[src/rtl/hazard_control_unit.sv]
// Hazard sequencer for the five-stage RV32I core: load-use bubbles, branch flushes, cache-miss holds with timeout.
// Stall/clear outputs are combinational from stage fields and state; perf counters saturate.
module hazard_control_unit #(
  parameter int MEM_TIMEOUT_CYCLES = 64,
  parameter int COUNTER_WIDTH      = 16
) (
  input  logic                     CLK,
  input  logic                     RESET_N,
  input  logic [4:0]               RS1_ADDRESS_ID,
  input  logic [4:0]               RS2_ADDRESS_ID,
  input  logic                     RS1_USED_ID,
  input  logic                     RS2_USED_ID,
  input  logic [4:0]               RD_ADDRESS_EX,
  input  logic [2:0]               DATA_CACHE_LOAD_EX,
  input  logic                     RD_WRITE_ENABLE_EX,
  input  logic                     BRANCH_TAKEN_EX,
  input  logic                     DATA_CACHE_REQUEST_MEM,
  input  logic                     DATA_CACHE_READY,
  output logic                     STALL_FETCH_STAGE,
  output logic                     STALL_DECODING_STAGE,
  output logic                     CLEAR_DECODING_STAGE,
  output logic                     STALL_EXECUTION_STAGE,
  output logic                     CLEAR_EXECUTION_STAGE,
  output logic                     STALL_MEMORY_STAGE,
  output logic                     MEM_TIMEOUT_ERROR,
  output logic [COUNTER_WIDTH-1:0] STALL_CYCLE_COUNT,
  output logic [COUNTER_WIDTH-1:0] FLUSH_COUNT
);

  localparam int WAIT_W = $clog2(MEM_TIMEOUT_CYCLES) + 1;

  localparam logic [1:0] ST_RUN      = 2'd0;
  localparam logic [1:0] ST_MEM_WAIT = 2'd1;
  localparam logic [1:0] ST_ERROR    = 2'd2;

  localparam logic [WAIT_W-1:0]        WAIT_ONE  = WAIT_W'(1);
  localparam logic [WAIT_W-1:0]        WAIT_LAST = WAIT_W'(MEM_TIMEOUT_CYCLES - 1);
  localparam logic [COUNTER_WIDTH-1:0] CNT_ONE   = COUNTER_WIDTH'(1);
  localparam logic [COUNTER_WIDTH-1:0] CNT_MAX   = '1;

  logic [1:0]        state;
  logic [WAIT_W-1:0] wait_cnt;
  logic              miss;
  logic              load_use;
  logic              rs1_hit;
  logic              rs2_hit;
  logic              flush;

  assign miss    = DATA_CACHE_REQUEST_MEM & ~DATA_CACHE_READY;
  assign rs1_hit = RS1_USED_ID & (RS1_ADDRESS_ID == RD_ADDRESS_EX);
  assign rs2_hit = RS2_USED_ID & (RS2_ADDRESS_ID == RD_ADDRESS_EX);
  // x0 is hardwired zero, so a load targeting it can never create a dependency.
  assign load_use = (DATA_CACHE_LOAD_EX != 3'b000) & RD_WRITE_ENABLE_EX &
                    (RD_ADDRESS_EX != 5'd0) & (rs1_hit | rs2_hit);

  assign MEM_TIMEOUT_ERROR = (state == ST_ERROR);

  always_comb begin
    STALL_FETCH_STAGE     = 1'b0;
    STALL_DECODING_STAGE  = 1'b0;
    CLEAR_DECODING_STAGE  = 1'b0;
    STALL_EXECUTION_STAGE = 1'b0;
    CLEAR_EXECUTION_STAGE = 1'b0;
    STALL_MEMORY_STAGE    = 1'b0;
    flush                 = 1'b0;
    if (!RESET_N) begin
      CLEAR_DECODING_STAGE  = 1'b1;
      CLEAR_EXECUTION_STAGE = 1'b1;
    end else if (state == ST_ERROR || miss) begin
      STALL_FETCH_STAGE     = 1'b1;
      STALL_DECODING_STAGE  = 1'b1;
      STALL_EXECUTION_STAGE = 1'b1;
      STALL_MEMORY_STAGE    = 1'b1;
    end else if (BRANCH_TAKEN_EX) begin
      // Wrong-path consumer in ID makes any load-use stall moot.
      CLEAR_DECODING_STAGE  = 1'b1;
      CLEAR_EXECUTION_STAGE = 1'b1;
      flush                 = 1'b1;
    end else if (load_use) begin
      STALL_FETCH_STAGE     = 1'b1;
      STALL_DECODING_STAGE  = 1'b1;
      CLEAR_EXECUTION_STAGE = 1'b1;
    end
  end

  always_ff @(posedge CLK or negedge RESET_N) begin
    if (!RESET_N) begin
      state    <= ST_RUN;
      wait_cnt <= '0;
    end else begin
      case (state)
        ST_RUN: begin
          if (miss) begin
            state    <= ST_MEM_WAIT;
            wait_cnt <= WAIT_ONE;
          end
        end
        ST_MEM_WAIT: begin
          if (!miss) begin
            state    <= ST_RUN;
            wait_cnt <= '0;
          end else if (wait_cnt == WAIT_LAST) begin
            state <= ST_ERROR;
          end else begin
            wait_cnt <= wait_cnt + WAIT_ONE;
          end
        end
        ST_ERROR: begin
          state <= ST_ERROR;
        end
        default: begin
          state    <= ST_RUN;
          wait_cnt <= '0;
        end
      endcase
    end
  end

  always_ff @(posedge CLK or negedge RESET_N) begin
    if (!RESET_N) begin
      STALL_CYCLE_COUNT <= '0;
      FLUSH_COUNT       <= '0;
    end else begin
      if (STALL_DECODING_STAGE && STALL_CYCLE_COUNT != CNT_MAX)
        STALL_CYCLE_COUNT <= STALL_CYCLE_COUNT + CNT_ONE;
      if (flush && FLUSH_COUNT != CNT_MAX)
        FLUSH_COUNT <= FLUSH_COUNT + CNT_ONE;
    end
  end

endmodule

[config.mk]
export PLATFORM = sky130hd
export DESIGN_NAME = hazard_control_unit
export DESIGN_NICKNAME = d
export VERILOG_FILES = /design/src/rtl/hazard_control_unit.sv
export SDC_FILE = /design/constraint.sdc
export NUM_CORES = 1
export LEC_CHECK = 0
export CORE_MARGIN = 4
export CORE_UTILIZATION = 40
export CTS_CLUSTER_DIAMETER = 40
export CTS_CLUSTER_SIZE = 16
export DETAILED_ROUTE_END_ITERATION = 8
export HOLD_SLACK_MARGIN = 0.02
export PLACE_DENSITY = 0.76
export SYNTH_ARGS = -nofsm -noshare
export SYNTH_HDL_FRONTEND = slang
export SYNTH_SLANG_ARGS = --single-unit
[constraint.sdc]
create_clock -name CLK -period 2.3 [get_ports CLK]
set_input_delay 0.46 -clock CLK [delete_from_list [all_inputs] [get_ports CLK]]
set_output_delay 0.46 -clock CLK [all_outputs]
set_load 0.05 [all_outputs]
Yosys cells after proc, flatten, opt, wreduce, memory -nomap -nowiden
Cells that the tools add are included.
Storage, ports and cells
  output and inout bits: 39
  register bits: 41
  input bits: 26
  word-level logic and storage cells: 55
Operators by class
  bitwise gates (word level): 9
  reductions and logical operators: 8
  multiplexer cells: 21
  $add $sub $neg: 3
  equality and inequality tests: 10
Operator list (count)
  $add 16x1->16 const B: 2
  $ne 16x16->1 const B: 2
  $mux 7: 3
  $pmux 7 s3: 1
  $mux 1: 13
  $eq 5x5->1: 2
  $add 7x1->7 const B: 1
  $eq 7x6->1 const B: 1
  $and 1x1->1: 6
  $mux 2: 3
  $ne 3x3->1 const B: 2
  $pmux 2 s3: 1
  $reduce_bool 5->1: 1
  $reduce_and 3->1: 1
  $reduce_bool 3->1: 1
  $eq 2x1->1 const B: 1
  $eq 2x2->1 const B: 1
  $logic_and 1x1->1: 2
  $logic_not 2->1: 1
  $ne 2x2->1 const B: 1
  $not 1->1: 2
  $reduce_and 2->1: 1
  $logic_or 1x1->1: 1
  $or 1x1->1: 1

Longest topological paths before layout
  depth in word-level cells: 9
  gate-level depth with buffers: 8
  mapped depth without buffers: 6

Worst setup path before layout
OpenSTA, ideal clock, no wires.
  path type: input -> output
  start: in DATA_CACHE_READY
  end: out CLEAR_EXECUTION_STAGE
  buffers on the path: 0
  required time: 1.840 ns
  cell stages on the path: 4
  arrival time: 2.327 ns
  path slack: -0.487 ns
  cell sequence: nand2b_1 -> nand2_1 -> o21ai_0 -> a41o_1
Between the ends
  word-level cells in the longest chain between the ends: 5
Ends and longest elaborated chain
  start: declaration: RTL line 18  | input logic DATA_CACHE_READY,
  $not 1->1: RTL line 49  | assign miss = DATA_CACHE_REQUEST_MEM & ~DATA_CACHE_READY;
  $and 1x1->1: RTL line 49
  $logic_or 1x1->1: RTL line 69  | end else if (state == ST_ERROR || miss) begin
  $mux 1: RTL line 69
  $mux 1: RTL line 66  | if (!RESET_N) begin
  end: declaration: RTL line 23  | output logic CLEAR_EXECUTION_STAGE,
No other way between the ends.

Worst setup path in the final report
  start: in DATA_CACHE_READY
  end: out STALL_DECODING_STAGE
Between the ends
  word-level cells in the longest chain between the ends: 5
Ends and longest elaborated chain
  $not 1->1: RTL line 49
  $and 1x1->1: RTL line 49
  $logic_or 1x1->1: RTL line 69
  $mux 1: RTL line 69
  $mux 1: RTL line 66
  end: declaration: RTL line 20  | output logic STALL_DECODING_STAGE,
No other way between the ends.

==> summary.md <==
| Metric | Value |
|---|---|
| Worst slack, placed | -179 ps |
| Status | finished, final reports clean |
| Grt met1 use | 0.224 |
| Critical path peak fanout | 3 |
| Req. time, crit path | 1840 ps |
| Die width | 82.4 um |
| Post-synthesis compound-gate area fraction | 0.0758 |
| Synth Area in XOR/XNOR | 0.150 |
| Most common cell after layout, fill and taps aside | clkdlybuf4s50_1 |
| Reg clk slew, reported paths | 80 ps |
| Logic gate share of total power | 0.330 |
| Seq/Total Area, Yosys | 0.464 |
| Root Buffer | clkbuf_8 |
| M3 GR Usage | 0.0315 |
| FF-to-FF Start | state[0] |
| FF-to-FF path depth | 8 |
| Post-Syn Nets | 240 |
| H-tree level count | 2 |
| GPL Wtd Cong | 0.782 |
| Longest Clk Path Bufs | 2 |
| Peak Freq | 0.441 GHz |
| Setup crit end kind | primary output |
| P_leak | 1.47 nW |
| Final setup skew | 5.82 ps |
| Final Hold Fails | 0 |
| Total gr overflow | 0 |
| Final min period | 2270 ps |
| Largest family of logic cells by synthesized area | simple AND/OR/NAND/NOR gates |
| Reg2reg setup slack | 290 ps |
| Port Buffer Count | 64 |
| Finish-stage setup viols | 0 |
| Die area | 6780 um2 |
| Mapped cell area | 2210 um2 |
| Design Power | 2.43 mW |
| # IOs | 65 |
| Layout cells sized above 1 | 0.204 |
| 1st-iter DRT viols | 107 |
| Total track usage | 0.173 |
| Hold WS | 345 ps |
| # rows | 26 |
| Clock sink count | 41 |
| IR drop worst, VDD | 0.612 mV |
| N_diodes | 0 |
| Gr busiest metal | met2 |
| Layout area overhead | 48.9% |
| Vias in the first global route | 1933 |
| WL per Instance | 14.2 um |
| Int Pwr | 1.57 mW |
| Critical path arrival | 1810 ps |
| First-pass GRT wire length | 9.08 mm |
| Starting density of the core | 0.422 |
| GR Util met2 | 0.289 |
| Vias | 1923 |
| Mapped Avg Cell Area | 10.5 um2 |
| Antenna viol nets, final | 0 |
| Power density cells | 738 nW/um2 |
| DP HPWL | 4.00 mm |
| Sw Ratio | 0.356 |
| Vias per cell | 5.21 |
| RSZ-0062 raised after global routing | no |
| Tcrit/Tclk final | 0.986 |
| Seq cells post-synth | 41 |
| Pin count of the biggest net entering global routing | 38 |
| CTS tree | done |
| Relative slew margins | 0.657 |
| Antenna violations before repair | 0 |
| YS warnings | 0 |
| CORE AREA | 5240 um2 |
| Worst Hold Class | input port to async pin |
| Max Cap Viol | 0 |
| Reg2reg end | STALL_CYCLE_COUNT[1] |
| Power share of the clock group | 0.288 |
| Worst-margin pin slew | 511 ps |
| Final wirelength | 5.25 mm |
| Post-Syn Instances | 211 |
| DRT Pass-1 Iters | 4 |
| Area share of fa/ha/maj cells after synthesis | 0.0170 |
| Count of cell types in the netlist | 40 |
| Psw | 867 uW |
| Max Slew Vio Count | 0 |
| DRC violations left | 0 |
| Most frequent cells in the layout | clkdlybuf4s50_1 (41), dfrtp_1 (39), xnor2_1 (32) |
| Nets@finish | 327 |
| Simple-Gate Fraction of Synth Area | 0.248 |
| Mux cell area share after synthesis | 0.0153 |
| Die Y | 82.4 um |
| Flop pwr share | 0.382 |
| Num CTS Buffers | 5 |
| Clk Latency, worst-skew pair | 300 ps |
| Worst setup SP type | input port |
| Setup ws final | 31.8 ps |
| CP Class | input port to primary output |
-- how the worst max path moves through the flow --
stage                     slack (ps)               endpoint         startpoint  cells past startpoint
final                             30   STALL_DECODING_STAGE   DATA_CACHE_READY                      7
after global routing               9   STALL_DECODING_STAGE           state[0]                      6
after CTS                          3  CLEAR_EXECUTION_STAGE  RS2_ADDRESS_ID[3]                      7
after detailed placement        -180   STALL_DECODING_STAGE   RD_ADDRESS_EX[1]                      7
after global placement          -120      STALL_FETCH_STAGE   RD_ADDRESS_EX[1]                      7
after floorplan                   30      STALL_FETCH_STAGE   DATA_CACHE_READY                      6
-- area by class of cell --
| class | instances | area, um2 |
|---|---|---|
| sequential | 41 | 1030 |
| clock buffer | 5 | 68.8 |
| inverter | 7 | 26.3 |
| tap | 70 | 87.6 |
| timing repair buffer | 85 | 873 |
| multi-input combinational | 158 | 1140 |
| fill | 439 | 1940 |
| clock inverter | 3 | 68.8 |
-- layer usage --
metal / vias to the layer above / share of wire
li1: 916 / -
met1: 934 / 0.44
met2: 64 / 0.50
met3: 9 / 0.047
met4: 0 / 0.015
met5: - / 0
-- worst max-delay path: stages --
cell and delay, ps:
clkdlybuf4s50_1 460, nand2b_4 130, nand2_1 70, and2_4 170, a41o_1 240, buf_12 140, buf_12 140
-- Yosys cell counts --
| library cell | n | area [um2] |
|---|---|---|
| buf_4 | 3 | 22.5 |
| and2_1 | 2 | 12.5 |
| buf_2 | 1 | 5.00 |
| o21a_1 | 2 | 15.0 |
| nand3_2 | 8 | 80.1 |
| xnor2_1 | 32 | 280 |
| and4_1 | 1 | 8.76 |
| buf_6 | 1 | 11.3 |
| nor3_1 | 5 | 25.0 |
| a21o_1 | 1 | 7.51 |
| nor2b_1 | 1 | 6.26 |
| mux2_2 | 1 | 11.3 |
| or2_2 | 1 | 6.26 |
| nand2b_2 | 1 | 8.76 |
| nand2b_1 | 3 | 18.8 |
| a31oi_1 | 2 | 12.5 |
| a21oi_1 | 1 | 5.00 |
| xor2_1 | 6 | 52.6 |
| a21boi_0 | 1 | 7.51 |
| nor2_1 | 11 | 41.3 |
| a211oi_2 | 1 | 12.5 |
| mux2_1 | 2 | 22.5 |
| o21ai_0 | 10 | 50.1 |
| nand3_1 | 10 | 50.1 |
| and3_4 | 1 | 11.3 |
| o22ai_1 | 1 | 6.26 |
| a2bb2oi_1 | 1 | 8.76 |
| and3_1 | 11 | 68.8 |
| or3_1 | 1 | 6.26 |
| inv_1 | 7 | 26.3 |
| a41o_1 | 2 | 20.0 |
| o31ai_1 | 3 | 22.5 |
| or3_4 | 1 | 11.3 |
| nor3_2 | 1 | 10.0 |
| nand4_1 | 12 | 75.1 |
| nand4_2 | 4 | 50.1 |
| dfrtp_1 | 41 | 1030 |
| nand2_1 | 14 | 52.6 |
| or2_1 | 1 | 6.26 |
| ha_1 | 3 | 37.5 |
-- cells by family after synthesis --
logic type,Yosys count
mux,3
compound gates,25
xor+xnor,38
simple gates,89
buf+inv,12
flops,41
fa+ha+maj,3
-- flip-flops by register name, indices dropped and copies added, names as in the netlist --
name,count
FLUSH_COUNT,16
state,2
STALL_CYCLE_COUNT,16
wait_cnt,7
-- per-stage QoR --
step	instance area [um2]	cells	util	TNS (ps)
after global routing	3290	369	0.629	0
after CTS	3260	367	0.623	0
after global placement	3100	357	0.592	-762
after detailed placement	3100	357	0.592	-1980
after floorplan	2220	211	-	0
final	3290	369	0.629	0
-- power by group through the flow --
stage | Sequential (mW) | Combinational, mW | Clock [mW]
after floorplan | 1.21 | 0.200 | 0
after global placement | 0.938 | 0.786 | 0
after detailed placement | 0.942 | 0.804 | 0
after CTS | 0.930 | 0.810 | 0.721
after global routing | 0.944 | 0.852 | 0.749
final | 0.930 | 0.803 | 0.700
-- what timing repair did --
item,CTS,global route
cloned,0,0
buffers inserted,1,2
gates resized for setup,11,7
endpoints found under the hold margin,4,0
endpoints found under the setup margin,3,3
pin swaps,7,9
hold buffers,1,0
(Power assumes the default switching activity.)
